--- config.mk ---
export PLATFORM = sky130hd
export DESIGN_NAME = fetch_stage_flat
export DESIGN_NICKNAME = d
export VERILOG_FILES = /design/src/rtl/fetch_stage_if.sv /design/src/rtl/fetch_stage.sv /design/src/flat_wrapper.sv
export SDC_FILE = /design/constraint.sdc
export NUM_CORES = 1
export LEC_CHECK = 0
export ABC_AREA = 1
export BUFFER_PORTS_ARGS = -buffer_cell sky130_fd_sc_hd__buf_4
export CAP_MARGIN = 30
export CORE_UTILIZATION = 53
export DETAILED_ROUTE_END_ITERATION = 10
export PLACE_DENSITY = 0.8
export RECOVER_POWER = 100
export SLEW_MARGIN = 15
export SYNTH_ARGS = -nofsm -noshare
export SYNTH_HDL_FRONTEND = slang
export SYNTH_SLANG_ARGS = --single-unit
--- constraint.sdc ---
create_clock -name Clk -period 1.8 [get_ports Clk]
set_input_delay 0.09 -clock Clk [delete_from_list [all_inputs] [get_ports Clk]]
set_output_delay 0.09 -clock Clk [all_outputs]
set_load 0.02 [all_outputs]
--- src/rtl/fetch_stage_if.sv ---
// Instruction memory request/response bus between the fetch stage and memory.
// Handshake: the master holds IMemReq=1 with a stable IMemAddr until the slave
// answers with IMemAck=1, which also qualifies IMemData in that same cycle;
// at most one request is outstanding at a time.
interface fetch_stage_if;
    logic        IMemReq;
    logic [31:0] IMemAddr;
    logic        IMemAck;
    logic [31:0] IMemData;

    modport master (output IMemReq, output IMemAddr, input IMemAck, input IMemData);
    modport slave  (input IMemReq, input IMemAddr, output IMemAck, output IMemData);
endinterface

--- src/rtl/fetch_stage.sv ---
// Instruction fetch stage: PC, one-entry fetch buffer, FETCH/HAVE request FSM
// and the IF/ID pipeline register. FetchState exposes the FSM (0=FETCH, 1=HAVE).
module fetch_stage (
    input  logic                 Clk,
    input  logic                 Rst,
    input  logic                 PCWrite,
    input  logic                 IF_ID_Write,
    input  logic                 IF_ID_flush,
    input  logic                 jumpReg,
    input  logic                 jump,
    input  logic                 branch,
    input  logic [31:0]          RegTarget,
    input  logic [31:0]          JumpTarget,
    input  logic [31:0]          BranchTarget,
    fetch_stage_if.master        imem,
    output logic [31:0]          IF_ID_Instr,
    output logic [31:0]          IF_ID_PC4,
    output logic                 IF_ID_Valid,
    output logic [31:0]          PC,
    output logic                 FetchState
);

    typedef enum logic {FETCH = 1'b0, HAVE = 1'b1} state_t;

    state_t      state, state_nxt;
    logic [31:0] pc_nxt;
    logic [31:0] req_addr, req_addr_nxt;
    logic [31:0] buf_instr, buf_instr_nxt;
    logic [31:0] buf_pc4, buf_pc4_nxt;
    logic        squash, squash_nxt;
    logic        redirect;
    logic        advance;
    logic [31:0] target;

    // A redirect only counts when the hazard unit lets the PC move.
    assign redirect = PCWrite & (jumpReg | jump | branch);
    assign target   = jumpReg ? RegTarget : (jump ? JumpTarget : BranchTarget);
    assign advance  = (state == HAVE) & PCWrite & IF_ID_Write & ~redirect;

    // The request is forced low while reset is asserted, even combinationally.
    assign imem.IMemReq  = Rst & (state == FETCH);
    assign imem.IMemAddr = req_addr;
    assign FetchState    = state;

    // Next-state logic for the fetch FSM, PC, request address and buffer.
    always_comb begin
        state_nxt     = state;
        pc_nxt        = PC;
        req_addr_nxt  = req_addr;
        buf_instr_nxt = buf_instr;
        buf_pc4_nxt   = buf_pc4;
        squash_nxt    = squash;
        if (state == FETCH) begin
            if (imem.IMemAck) begin
                if (squash || redirect) begin
                    // Returned word belongs to an abandoned path: drop it and
                    // re-request from wherever the PC now points.
                    squash_nxt   = 1'b0;
                    pc_nxt       = redirect ? target : PC;
                    req_addr_nxt = redirect ? target : PC;
                end else begin
                    buf_instr_nxt = imem.IMemData;
                    buf_pc4_nxt   = req_addr + 32'd4;
                    state_nxt     = HAVE;
                end
            end else if (redirect) begin
                // Request in flight cannot be withdrawn; remember to drop it.
                pc_nxt     = target;
                squash_nxt = 1'b1;
            end
        end else begin
            if (redirect) begin
                pc_nxt       = target;
                req_addr_nxt = target;
                state_nxt    = FETCH;
            end else if (advance) begin
                pc_nxt       = PC + 32'd4;
                req_addr_nxt = PC + 32'd4;
                state_nxt    = FETCH;
            end
        end
    end

    // State registers for the fetch FSM, PC and fetch buffer.
    always_ff @(posedge Clk) begin
        if (!Rst) begin
            state     <= FETCH;
            PC        <= 32'd0;
            req_addr  <= 32'd0;
            buf_instr <= 32'd0;
            buf_pc4   <= 32'd0;
            squash    <= 1'b0;
        end else begin
            state     <= state_nxt;
            PC        <= pc_nxt;
            req_addr  <= req_addr_nxt;
            buf_instr <= buf_instr_nxt;
            buf_pc4   <= buf_pc4_nxt;
            squash    <= squash_nxt;
        end
    end

    // IF/ID register: flush beats load, a write without a buffered word is a bubble.
    always_ff @(posedge Clk) begin
        if (!Rst) begin
            IF_ID_Instr <= 32'd0;
            IF_ID_PC4   <= 32'd0;
            IF_ID_Valid <= 1'b0;
        end else if (IF_ID_flush) begin
            IF_ID_Instr <= 32'd0;
            IF_ID_PC4   <= 32'd0;
            IF_ID_Valid <= 1'b0;
        end else if (IF_ID_Write && advance) begin
            IF_ID_Instr <= buf_instr;
            IF_ID_PC4   <= buf_pc4;
            IF_ID_Valid <= 1'b1;
        end else if (IF_ID_Write) begin
            IF_ID_Instr <= 32'd0;
            IF_ID_PC4   <= 32'd0;
            IF_ID_Valid <= 1'b0;
        end
    end

endmodule

--- src/flat_wrapper.sv ---
// flat-port wrapper written by rule: the top's interface ports become plain ports
module fetch_stage_flat 
  (Clk, Rst, PCWrite, IF_ID_Write, IF_ID_flush, jumpReg, jump, branch, RegTarget, JumpTarget, BranchTarget, IF_ID_Instr, IF_ID_PC4, IF_ID_Valid, PC, FetchState, imem_IMemReq, imem_IMemAddr, imem_IMemAck, imem_IMemData);
  fetch_stage_if imem_i ();
  input  logic Clk;
  input  logic Rst;
  input  logic PCWrite;
  input  logic IF_ID_Write;
  input  logic IF_ID_flush;
  input  logic jumpReg;
  input  logic jump;
  input  logic branch;
  input  logic [31:0] RegTarget;
  input  logic [31:0] JumpTarget;
  input  logic [31:0] BranchTarget;
  output logic [31:0] IF_ID_Instr;
  output logic [31:0] IF_ID_PC4;
  output logic IF_ID_Valid;
  output logic [31:0] PC;
  output logic FetchState;
  output wire logic [$bits(imem_i.IMemReq)-1:0] imem_IMemReq;
  output wire logic [$bits(imem_i.IMemAddr)-1:0] imem_IMemAddr;
  input wire logic [$bits(imem_i.IMemAck)-1:0] imem_IMemAck;
  input wire logic [$bits(imem_i.IMemData)-1:0] imem_IMemData;
  assign imem_IMemReq = imem_i.IMemReq;
  assign imem_IMemAddr = imem_i.IMemAddr;
  assign imem_i.IMemAck = imem_IMemAck;
  assign imem_i.IMemData = imem_IMemData;
  fetch_stage u_core (.Clk(Clk), .Rst(Rst), .PCWrite(PCWrite), .IF_ID_Write(IF_ID_Write), .IF_ID_flush(IF_ID_flush), .jumpReg(jumpReg), .jump(jump), .branch(branch), .RegTarget(RegTarget), .JumpTarget(JumpTarget), .BranchTarget(BranchTarget), .imem(imem_i), .IF_ID_Instr(IF_ID_Instr), .IF_ID_PC4(IF_ID_PC4), .IF_ID_Valid(IF_ID_Valid), .PC(PC), .FetchState(FetchState));
endmodule
Word level (Yosys, flattened, before mapping)
Cells that the tools add are included.
{ "classes": {"addsub": 2, "mul": 0, "div": 0, "n_lt_le_gt_ge": 0, "n_eq_ne": 3, "n_shift": 0, "n_mux": 23, "n_bitwise": 11, "reduce_logical": 11} }
{ "op_table": {"columns": ["cell", "count"], "rows": [
  ["32-bit 2-to-1 mux", 13],
  ["32-bit by 3-bit adder with 32-bit output (second input constant)", 2],
  ["1-bit 2-to-1 mux", 10],
  ["3-bit AND reduction", 3],
  ["2-bit nonzero test", 4],
  ["1-bit bitwise AND", 5],
  ["1-bit NOT", 4],
  ["3-bit by 1-bit != test with 1-bit output (second input constant)", 1],
  ["3-bit != test (second input constant)", 1],
  ["2-bit by 1-bit != test with 1-bit output (second input constant)", 1],
  ["1-bit OR", 2],
  ["2-bit AND reduction", 1],
  ["2-bit OR reduction", 1],
  ["1-bit logical AND", 1],
  ["1-bit logical OR", 1]
]} }
{ "totals": {"reg_bits": 195, "latchBits": 0, "ram_bits": 0, "romBits": 0, "elab_cells": 59, "mem_count": 0} }

Depth between registers and ports, before layout
{ "logic_depth": {"depth_word": 8, "ltp_mapped": 13, "depth_no_buf": 12} }

Worst setup path after synthesis
OpenSTA, ideal clock, no wires.
{ "synth_timing": {"path_kind": "reg-to-reg", "start": "register u_core.PC[3]", "end": "register u_core.req_addr[16], in the netlist u_core.imem.IMemAddr[16]", "setup_ns": 0.109, "arrival_ns": 1.620, "setup_slack_ns": 0.071, "stages_incl_launch_ff": 13, "n_path_buf": 0, "period_less_slack_ns": 1.729, "cell_sequence": "dfxtp_1 ha_1 inv_1 nor2_1 nand2_1 nor2_1 nand3_1 nand2_1 nand2_1 nand2_1 nand3_1 nand2_1 inv_1"} }
{ "synth_between": {"elab_chain_len": 4} }
{ "synth_lines": {"columns": ["element", "line_no", "rtl"], "rows": [
  ["from (decl)", "fetch_stage.sv:19", "output logic [31:0] PC,"],
  ["from (signal assigned)", "fetch_stage.sv:95", "PC <= pc_nxt;"],
  ["32-bit by 3-bit adder with 32-bit output", "fetch_stage.sv:78", "req_addr_nxt = PC + 32'd4;"],
  ["32-bit 2-to-1 mux", "fetch_stage.sv:76", "end else if (advance) begin"],
  ["32-bit 2-to-1 mux", "fetch_stage.sv:72", "if (redirect) begin"],
  ["32-bit 2-to-1 mux", "fetch_stage.sv:53", "if (state == FETCH) begin"],
  ["to (signal assigned)", "fetch_stage.sv:96", "req_addr <= req_addr_nxt;"],
  ["to (decl)", "fetch_stage.sv:27", "logic [31:0] req_addr, req_addr_nxt;"]
]} }
No other way between the ends. The select of a mux whose other input is x is not followed.
A chain may end at the register's enable or synchronous reset.

Worst setup path after layout
{ "layout_timing": {"start": "register u_core.PC[7]", "end": "register u_core.req_addr[27], in the netlist u_core.imem.IMemAddr[27]"} }
The elaborated chain is that of the path after synthesis.

==> results.yml <==
setup_path:
  cp-start-kind: "register"
  cp_max_fo: 5
  critPathCaptureType: "register"
  cp.required_ps: 2150
  crit_type: "register to register"
  critPathArrivalTime_ps: 2040
grt:
  gr-usage-all-layers_pct: 36.2
  grt_max_degree: 66
  grt_pass1_vias: 10100
  antenna_found_initial: 0
  grt_pass1_wl_um: 52200
  grt_overflow: 0
synthesis:
  synth-seq-area-share_pct: 40.3
  syn_area_um2: 9690
  synth_warnings: 0
  synth_cells: 1501
  synth_nets: 1640
  synth_seq_cells: 195
  avgSynthCellArea_um2: 6.45
  synth.distinct_cells: 41
timing:
  finalSetupViolations: 0
  drv_slew: 0
  whs_ps: 4.59
  period_share_pct: 94.2
  relSlewSlack_pct: 49.8
  hold_viol_final: 0
  tightest_slew_ps: 753
  fin_setup_tns_ps: 0
  skew_ps: 12.7
  period_minus_slack_ps: 1700
  max_clock_freq_mhz: 590
  rsz0062_at_grt: "yes"
cts:
  htreeDepth: 4
  clock-sinks: 195
  cts_made_buffers: 17
  clkLatencyLatePin_ps: 450
  cts_root_buf: "clkbuf_16"
  clk_pin_slew_ps: 80
  cts_tree: "yes"
  clock_path_buffers: 2
floorplanning:
  die_area_um2: 18800
  initial_utilization_pct: 53.9
  die_w_um: 137
  io_pins: 268
  num_rows: 49
  core_um2: 18000
  die_h_um: 137
route:
  drtIter0Drc: 984
  wire_per_inst_um: 16.8
  drt-met1-wl_um: 13900
  totalWireLength_um: 34400
  top_layer_used: "met4"
  drc: 0
  dr_wl_met3_um: 2590
  vias: 11200
  antenna_left: 0
  viasPerCell: 5.44
  routed-wl-met2_um: 16300
  first_pass_iters: 5
placed_design:
  postPlaceCellArea_um2: 12200
  dp_hpwl_um: 24800
  numPortBuffers: 267
  routabilityCongestion: 1.02
cells_and_area:
  fin_area_um2: 13000
  nets: 1949
  synthToLayoutAreaGrowth_pct: 34.7
  drive_gt1_share_pct: 20.5
  fillers: 1591
  diodes: 0
  fin_util_pct: 72.6
hold_path:
  hp-class: "primary input to register"
outcome:
  status: "completed"
power_and_ir_drop:
  power_density_nw_per_um2: 842
  p_leak_nw: 5.64
  power_mw: 11.0
  irDropWorstVdd_mv: 0.723
flow_run:
  drv_cap: 0
[cell type report]
type / instances / area [um^2] / area share (%)
Multi-Input combinational cell: 1114 / 5100 / 39.1
Sequential cell: 195 / 3930 / 30.1
Timing Repair Buffer: 367 / 2680 / 20.5
Clock buffer: 18 / 439 / 3.37
Inverter: 115 / 435 / 3.34
Tap cell: 229 / 287 / 2.20
Clock inverter: 14 / 180 / 1.38
[synthesized netlist by cell type, drive strengths merged]
cell type,instances,share of area [%]
clkinv,1,0.052
nand2,505,20
o31ai,1,0.078
nor3b,1,0.078
and2,1,0.065
nand3b,3,0.23
a31oi,4,0.26
xnor2,4,0.36
and3,1,0.065
o2111a,1,0.12
a2bb2oi,1,0.090
nor3,14,0.72
buf,39,2.3
o21bai,1,0.078
nand4,10,0.65
nand3,91,4.8
a211o,3,0.27
nor4,1,0.065
o21a,11,0.85
dfxtp,195,40
o21ai,119,6.3
o22ai,2,0.13
o211ai,11,0.85
xor2,10,0.90
a21oi,123,6.5
inv,114,4.4
clkbuf,38,1.5
nor2,185,7.4
or2,9,0.58
ha,2,0.26
[metal layers]
metal	GRT usage, %	vias to the layer above
li1	-	5408
met3	6.66	98
met1	44.9	5116
met2	60.3	549
met4	18.0	0
met5	0	-
[per-stage QoR]
stage                     instances  setup slack, ps
after detailed placement       1987             -130
after global placement         1987             -159
final                          2052              104
after global routing           2052            -17.3
after floorplan                1501             71.3
after CTS                      2051             5.98
[power by group]
group | switching [mW] | total, mW | internal, mW | leakage [nW]
registers | 0.288 | 4.88 | 4.59 | 1.60
logic | 1.29 | 2.20 | 0.916 | 3.74
clock network | 1.97 | 3.91 | 1.93 | 0.299
total | 3.55 | 11.0 | 7.44 | 5.64
[sequential cells by signal, summed over array words and instances (netlist names)]
register	cells
u_core.FetchState	1
u_core.IF_ID_Instr	32
u_core.IF_ID_PC4	32
u_core.IF_ID_Valid	1
u_core.PC	32
u_core.buf_instr	32
u_core.buf_pc4	32
u_core.imem.IMemAddr	32
u_core.squash	1
[cells by family after synthesis]
kind of cell	synth area share, %
adders and majority gates	0.258
AOI/OAI and AO/OA	15.5
and+or+nand+nor	34.4
DFF	40.3
buffers and inverters	8.28
xor gates and xnor gates	1.27
[worst max-delay path, cell delays in order (launching register included)]
cell and delay [ps]:
dfxtp_2 410, nand2_1 150, nor2_1 170, nand2_1 70, nor2_1 200, nand2_1 90
nand2_1 60, nand2_1 50, nand2_1 70, nand3_1 160, nand2_1 130, inv_1 40
[worst paths after layout]
kind                         from                        to  slack [ps]  depth (start not counted)
max                  u_core.PC[7]  u_core.imem.IMemAddr[27]         100                         11
min                  imem_IMemAck             u_core.squash           5                          3
min reg2reg  u_core.buf_instr[26]    u_core.IF_ID_Instr[26]         460                          2
max reg2reg          u_core.PC[7]  u_core.imem.IMemAddr[27]         100                         11
[cell usage in the layout, fill, tap and decap left out, drive strengths merged, types with 2 or more instances in the layout]
cell type    synthesis  routed
or2                  9       9
nand2              505     505
o22ai                2       2
a31oi                4       4
a21oi              123     123
nor2               185     185
clkinv               1       9
ha                   2       2
nor3                14      14
a211o                3       3
o21ai              119     119
dlygate4sd3          0      32
o21a                11      11
buf                 39     268
nand3               91      91
nand3b               3       3
inv                114     120
xor2                10      10
clkbuf              38      85
o211ai              11      11
xnor2                4       4
nand4               10      10
dfxtp              195     195
[repair_timing]
item / 4_1_cts / 5_1_grt
gates resized for setup: 5 / 49
buffers inserted: 0 / 1
pin swaps: 0 / 3
endpoints found under the setup margin: 3 / 43
hold endpoints to repair: 32 / 0
hold buffers: 32 / 0
Note: power is estimated with default switching activity, not from simulation.
